$ cat src/rtl/ws2812_rx.sv
// ws2812_rx: WS2812 NRZ line decoder producing 24-bit GRB pixels, frame-end and error pulses.
// Define WS2812_RX_FWD_EN to forward every pixel after the first on d_fwd (chain element).
module ws2812_rx #(
   parameter int BIT_THRESH = 60,
   parameter int MIN_HIGH   = 15,
   parameter int MAX_HIGH   = 150,
   parameter int TRES       = 5000
) (
   input  logic       clk,
   input  logic       reset,
   input  logic       d_in,
   output logic [7:0] green,
   output logic [7:0] red,
   output logic [7:0] blue,
   output logic       pix_valid,
   output logic [9:0] pix_idx,
   output logic       frame_done,
   output logic       err,
   output logic       d_fwd
);
   localparam logic [2:0] SYNC      = 3'd0;
   localparam logic [2:0] WAIT_HIGH = 3'd1;
   localparam logic [2:0] HIGH      = 3'd2;
   localparam logic [2:0] LOW       = 3'd3;
   localparam logic [2:0] ERR       = 3'd4;
   localparam logic [15:0] BIT_C  = 16'(BIT_THRESH);
   localparam logic [15:0] MIN_C  = 16'(MIN_HIGH);
   localparam logic [15:0] MAX_C  = 16'(MAX_HIGH);
   localparam logic [15:0] TRES_C = 16'(TRES);

   logic        sync1_q, sync1_d, s_in_q, s_in_d, prev_q, prev_d;
   logic [2:0]  state_q, state_d;
   logic [15:0] cnt_q, cnt_d, cnt_inc;
   logic [23:0] shift_q, shift_d;
   logic [4:0]  bit_cnt_q, bit_cnt_d;
   logic [9:0]  pix_cnt_q, pix_cnt_d;
   logic [7:0]  green_q, green_d, red_q, red_d, blue_q, blue_d;
   logic [9:0]  pix_idx_q, pix_idx_d;
   logic        pix_valid_q, pix_valid_d, frame_done_q, frame_done_d, err_q, err_d;
   logic        rise, fall;

   assign rise    = s_in_q & ~prev_q;
   assign fall    = ~s_in_q & prev_q;
   assign cnt_inc = (cnt_q == 16'hFFFF) ? cnt_q : cnt_q + 16'd1;

   always_comb begin
      sync1_d      = d_in;
      s_in_d       = sync1_q;
      prev_d       = s_in_q;
      state_d      = state_q;
      cnt_d        = cnt_inc;
      shift_d      = shift_q;
      bit_cnt_d    = bit_cnt_q;
      pix_cnt_d    = pix_cnt_q;
      green_d      = green_q;
      red_d        = red_q;
      blue_d       = blue_q;
      pix_idx_d    = pix_idx_q;
      pix_valid_d  = 1'b0;
      frame_done_d = 1'b0;
      err_d        = 1'b0;
      case (state_q)
         SYNC, ERR: begin
            cnt_d = s_in_q ? 16'd0 : cnt_inc;
            if (!s_in_q && cnt_inc >= TRES_C) state_d = WAIT_HIGH;
         end
         WAIT_HIGH: begin
            if (rise) begin
               state_d = HIGH;
               cnt_d   = 16'd1;
            end
         end
         HIGH: begin
            if ((fall && cnt_q < MIN_C) || (!fall && cnt_inc > MAX_C)) begin
               state_d   = ERR;
               err_d     = 1'b1;
               cnt_d     = 16'd0;
               bit_cnt_d = 5'd0;
               pix_cnt_d = 10'd0;
            end else if (fall) begin
               state_d   = LOW;
               cnt_d     = 16'd1;
               shift_d   = {shift_q[22:0], cnt_q >= BIT_C};
               bit_cnt_d = (bit_cnt_q == 5'd23) ? 5'd0 : bit_cnt_q + 5'd1;
               // 24th bit: outputs are registered, so they appear the cycle after the fall
               if (bit_cnt_q == 5'd23) begin
                  green_d     = shift_d[23:16];
                  red_d       = shift_d[15:8];
                  blue_d      = shift_d[7:0];
                  pix_valid_d = 1'b1;
                  pix_idx_d   = pix_cnt_q;
                  pix_cnt_d   = (&pix_cnt_q) ? pix_cnt_q : pix_cnt_q + 10'd1;
               end
            end
         end
         LOW: begin
            if (rise) begin
               state_d = HIGH;
               cnt_d   = 16'd1;
            end else if (cnt_inc >= TRES_C) begin
               state_d      = WAIT_HIGH;
               frame_done_d = (bit_cnt_q == 5'd0);
               err_d        = (bit_cnt_q != 5'd0);
               bit_cnt_d    = 5'd0;
               pix_cnt_d    = 10'd0;
            end
         end
         default: state_d = SYNC;
      endcase
   end

   always_ff @(posedge clk or negedge reset) begin
      if (!reset) begin
         sync1_q      <= 1'b0;
         s_in_q       <= 1'b0;
         prev_q       <= 1'b0;
         state_q      <= SYNC;
         cnt_q        <= 16'd0;
         shift_q      <= 24'd0;
         bit_cnt_q    <= 5'd0;
         pix_cnt_q    <= 10'd0;
         green_q      <= 8'd0;
         red_q        <= 8'd0;
         blue_q       <= 8'd0;
         pix_idx_q    <= 10'd0;
         pix_valid_q  <= 1'b0;
         frame_done_q <= 1'b0;
         err_q        <= 1'b0;
      end else begin
         sync1_q      <= sync1_d;
         s_in_q       <= s_in_d;
         prev_q       <= prev_d;
         state_q      <= state_d;
         cnt_q        <= cnt_d;
         shift_q      <= shift_d;
         bit_cnt_q    <= bit_cnt_d;
         pix_cnt_q    <= pix_cnt_d;
         green_q      <= green_d;
         red_q        <= red_d;
         blue_q       <= blue_d;
         pix_idx_q    <= pix_idx_d;
         pix_valid_q  <= pix_valid_d;
         frame_done_q <= frame_done_d;
         err_q        <= err_d;
      end
   end

   assign green      = green_q;
   assign red        = red_q;
   assign blue       = blue_q;
   assign pix_valid  = pix_valid_q;
   assign pix_idx    = pix_idx_q;
   assign frame_done = frame_done_q;
   assign err        = err_q;

`ifdef WS2812_RX_FWD_EN
   logic fwd_en_q, fwd_en_d, d_fwd_q, d_fwd_d;

   // Forwarding opens once this frame's first pixel is consumed and closes at frame end.
   always_comb begin
      fwd_en_d = (frame_done_d || err_d) ? 1'b0 : (pix_valid_d ? 1'b1 : fwd_en_q);
      d_fwd_d  = fwd_en_d & s_in_q;
   end

   always_ff @(posedge clk or negedge reset) begin
      if (!reset) begin
         fwd_en_q <= 1'b0;
         d_fwd_q  <= 1'b0;
      end else begin
         fwd_en_q <= fwd_en_d;
         d_fwd_q  <= d_fwd_d;
      end
   end

   assign d_fwd = d_fwd_q;
`else
   assign d_fwd = 1'b0;
`endif
endmodule

$ cat config.mk
export PLATFORM = sky130hd
export DESIGN_NAME = ws2812_rx
export DESIGN_NICKNAME = d
export VERILOG_FILES = /design/src/rtl/ws2812_rx.sv
export SDC_FILE = /design/constraint.sdc
export NUM_CORES = 1
export LEC_CHECK = 0
export CORE_MARGIN = 4
export CORE_UTILIZATION = 52
export CTS_CLUSTER_DIAMETER = 100
export CTS_CLUSTER_SIZE = 8
export DETAILED_ROUTE_END_ITERATION = 10
export GPL_TIMING_DRIVEN = 0
export PLACE_DENSITY = 0.76
export SYNTH_ARGS = -nofsm -noshare
export SYNTH_HDL_FRONTEND = slang
export SYNTH_SLANG_ARGS = --single-unit
$ cat constraint.sdc
create_clock -name clk -period 2.6 [get_ports clk]
set_clock_uncertainty 0.05 [all_clocks]
set_input_delay 0.52 -clock clk [delete_from_list [all_inputs] [get_ports clk]]
set_output_delay 0.52 -clock clk [all_outputs]
set_load 0.01 [all_outputs]
==> results_dict.tcl <==
set metrics [dict create \
    r2r_end "state_q[0]" \
    grt_overflow 0 \
    die_height_um 103.6 \
    holdCritPathClass "in2async" \
    grt_max_degree 68 \
    r2r_start "cnt_q[5]" \
    setup_tns_ns -7.129 \
    ys.flop_type "dfrtp_1" \
    netlist_top_cells_area "dfrtp_1 (51%), nand2_1 (8.5%), mux2_2 (6.6%)" \
    cts-root-buf "clkbuf_8" \
    ff2ff_path_depth 11 \
    core_um2 8806 \
    synthCells 472 \
    cp_num_buf_inv 3 \
    syn_to_final_growth_pct 38.29 \
    powerDensity_nw_per_um2 398.0 \
    end_kind "flop" \
    netlist_area_um2 4751 \
    cp.depth 11 \
    grt_pass1_vias 4279 \
    drc 0 \
    track_usage_pct 23.47 \
    fin_crit_ns 2.865 \
    rsz0062_at_grt "true" \
    start_util_pct 53.95 \
    p_leak_uw 0.003032 \
    crit_family "simple AND/OR/NAND/NOR gates" \
    grt-busiest-layer "met2" \
    vdd_drop_max_mv 0.2863 \
    antenna_cells 0 \
    status "finished with violations" \
    yosys.area.top_type "dfrtp_1" \
    clkSlewWorstSetupHoldPaths_ns 0.10 \
    fin_hold_ws_ns 0.01976 \
    setup_viol 35 \
    maxCapViolCount 0 \
    synth.distinct_cells 65 \
    swShare_pct 25.30 \
    cts_tree "yes" \
    worstPathMaxFanout 7 \
    crit_type "reg2reg" \
    synth_edf_count 0 \
    crit_path_frequent_cell "buf_4" \
    ioPinCount 41 \
    htreeDepth 3 \
    slowest_delay_ns 0.36 \
    use_met2_pct 40.19 \
    arrival_ns 3.08 \
    antenna_found_initial 0 \
    start_kind "flop" \
    dp_hpwl_um 7318 \
    drt_iter0_markers 324 \
    postCtsHoldBufs 0 \
    met3_usage_pct 5.037 \
    synth.top_cell.area_share_pct 51.09 \
    async_reset_ff_share_pct 100.0 \
    synth_common_cells "nand2_1 (107), dfrtp_1 (97), mux2_2 (28)" \
    slew_headroom_pct 57.16 \
    dr_total_vias 4197 \
    place_congestion 0.8925 \
    yosys_warnings 0 \
    power.share.sequential_pct 58.2 \
    hold_viol_final 0 \
    rows 34 \
    ff2ff_setup_slack_ns -0.27 \
    ys_seq_elements 97 \
    syn_area_per_cell_um2 10.07 \
    clk-insertion-delay-late_ns 0.38 \
    routed_wl_um 13500 \
    viasPerCell 6.013 \
    postSynthNetCount 480 \
    total_power_uw 2615 \
    endpoint "state_q[0]" \
    cp-startpoint "cnt_q[5]" \
    die_area_um2 10730 \
    path_cells "buf_6 > nand4_4 > buf_4 > nor2_2 > a31oi_2 > nor3_4 > o21ai_2 > nor2_4 > buf_4 > o32ai_4 > a221o_1" \
    max_freq_ghz 0.3490 \
    grt_first_pass_wirelength_um 20720 \
    final_util_pct 74.61 \
    p_switching_uw 661.4 \
    cts_sinks 97 \
    firstDrtPassIters 5 \
    synth-seq-area-share_pct 51.09 \
    tightest_slew_ns 0.6391 \
    min_period_over_period_pct 110.2 \
    use_met1_pct 29.21 \
    final_antenna_net_count 0 \
    synth.most_common_cell "nand2_1" \
    cp.required_ns 2.82 \
    final_nets 593 \
    drive_gt1_share_pct 37.46 \
    setup_ws_ns -0.2652 \
    clockBufferDepth 2 \
    wl_per_cell_um 19.34 \
    violations "negative setup slack" \
    port_buffers 39 \
    cp_slowest_cell "dfrtp_1" \
    die_w_um 103.6 \
    p_int_uw 1953 \
    drv_slew 0 \
    power_frac_clock_pct 36.8 \
    cts_made_buffers 9 \
    power_frac_comb_pct 5.0 \
]
[power by group through the flow]
stage / clock [uW] / combinational, uW / sequential (uW)
2_1_floorplan: 0 / 34.3 / 1550
3_3_place_gp: 0 / 74.9 / 1550
3_5_place_dp: 0 / 81.9 / 1550
4_1_cts: 963 / 105 / 1520
5_1_grt: 1060 / 141 / 1520
6_report: 963 / 131 / 1520
[cells in the final DEF, fill, tap and decap left out, drive strengths merged, types with 3 or more instances in the layout]
master         count
nand2            107
dfrtp             97
buf               87
clkdlybuf4s50     38
mux2              31
nor2              25
inv               24
o21ai             20
or3               15
nand3             14
clkbuf            13
a21oi             11
o221ai             9
nand4              9
nor3               9
nor4               7
a31oi              5
o22ai              5
ha                 5
xnor2              4
xor2               4
and4               4
a21o               3
o31a               3
mux2i              3
and3               3
[worst min-delay path by stage]
stage | start | to | slack [ns] | cells past startpoint
finish | reset | cnt_q[14] | 0.02 | 1
CTS | reset | red[1] | 0.03 | 1
detailed placement | s_in_d | prev_d | 0.29 | 0
global route | reset | cnt_q[2] | 0.04 | 1
floorplan | reset | bit_cnt_q[0] | 0.17 | 0
global placement | s_in_d | prev_d | 0.28 | 0
[routing by layer]
metal / wire (um) / vias to the layer above
li1: - / 1878
met1: 5298 / 2101
met2: 7001 / 174
met3: 721 / 44
met4: 479 / 0
met5: 0 / -
[repair_timing]
item | in CTS | in global routing
setup buffers | 44 | 21
cloned | 0 | 1
resized for setup | 77 | 67
pin swaps | 20 | 27
setup endpoints to repair | 90 | 91
[sequential cells by signal, summed over array words and instances (netlist names)]
name,count
pix_valid,1
cnt_q,16
pix_cnt_q,10
blue,8
prev_q,1
pix_idx,10
frame_done,1
state_q,3
err,1
bit_cnt_q,5
s_in_d,1
red,8
green,8
prev_d,1
shift_q,23
[kinds of logic after synthesis]
logic type                 share of synthesized area (%)
muxes                                              8.059
xor gates and xnor gates                           1.475
and+or+nand+nor                                    20.94
other                                            0.07893
buffers and inverters                              5.373
AOI/OAI and AO/OA                                  11.67
DFF                                                51.09
adders and majority gates                          1.317
[area by class of cell]
class,count,area [um2]
Buffer,23,236.5
Clock buffer,10,137.6
Clock inverter,6,50.05
Fill cell,572,2236
Inverter,21,81.33
Multi-Input combinational cell,328,2511
Sequential cell,97,2437
Tap cell,108,135.1
Timing Repair Buffer,105,980.9
[stage by stage]
| stage | area [um2] | worst slack, ns | instances |
|---|---|---|---|
| finish | 6570 | -0.2652 | 698 |
| floorplan | 4795 | -0.07891 | 472 |
| global route | 6570 | -0.4063 | 698 |
| detailed placement | 5345 | -0.5029 | 620 |
| global placement | 5320 | -2.933 | 619 |
| CTS | 6183 | -0.1359 | 677 |
[worst register-to-register path, delay by kind of cell (launching register included)]
kind | cells | cell delay (ns)
compound gates | 4 | 0.78
buf+inv | 3 | 0.51
flops | 1 | 0.36
simple gates | 4 | 1.05
Note: power is estimated with default switching activity, not from simulation.
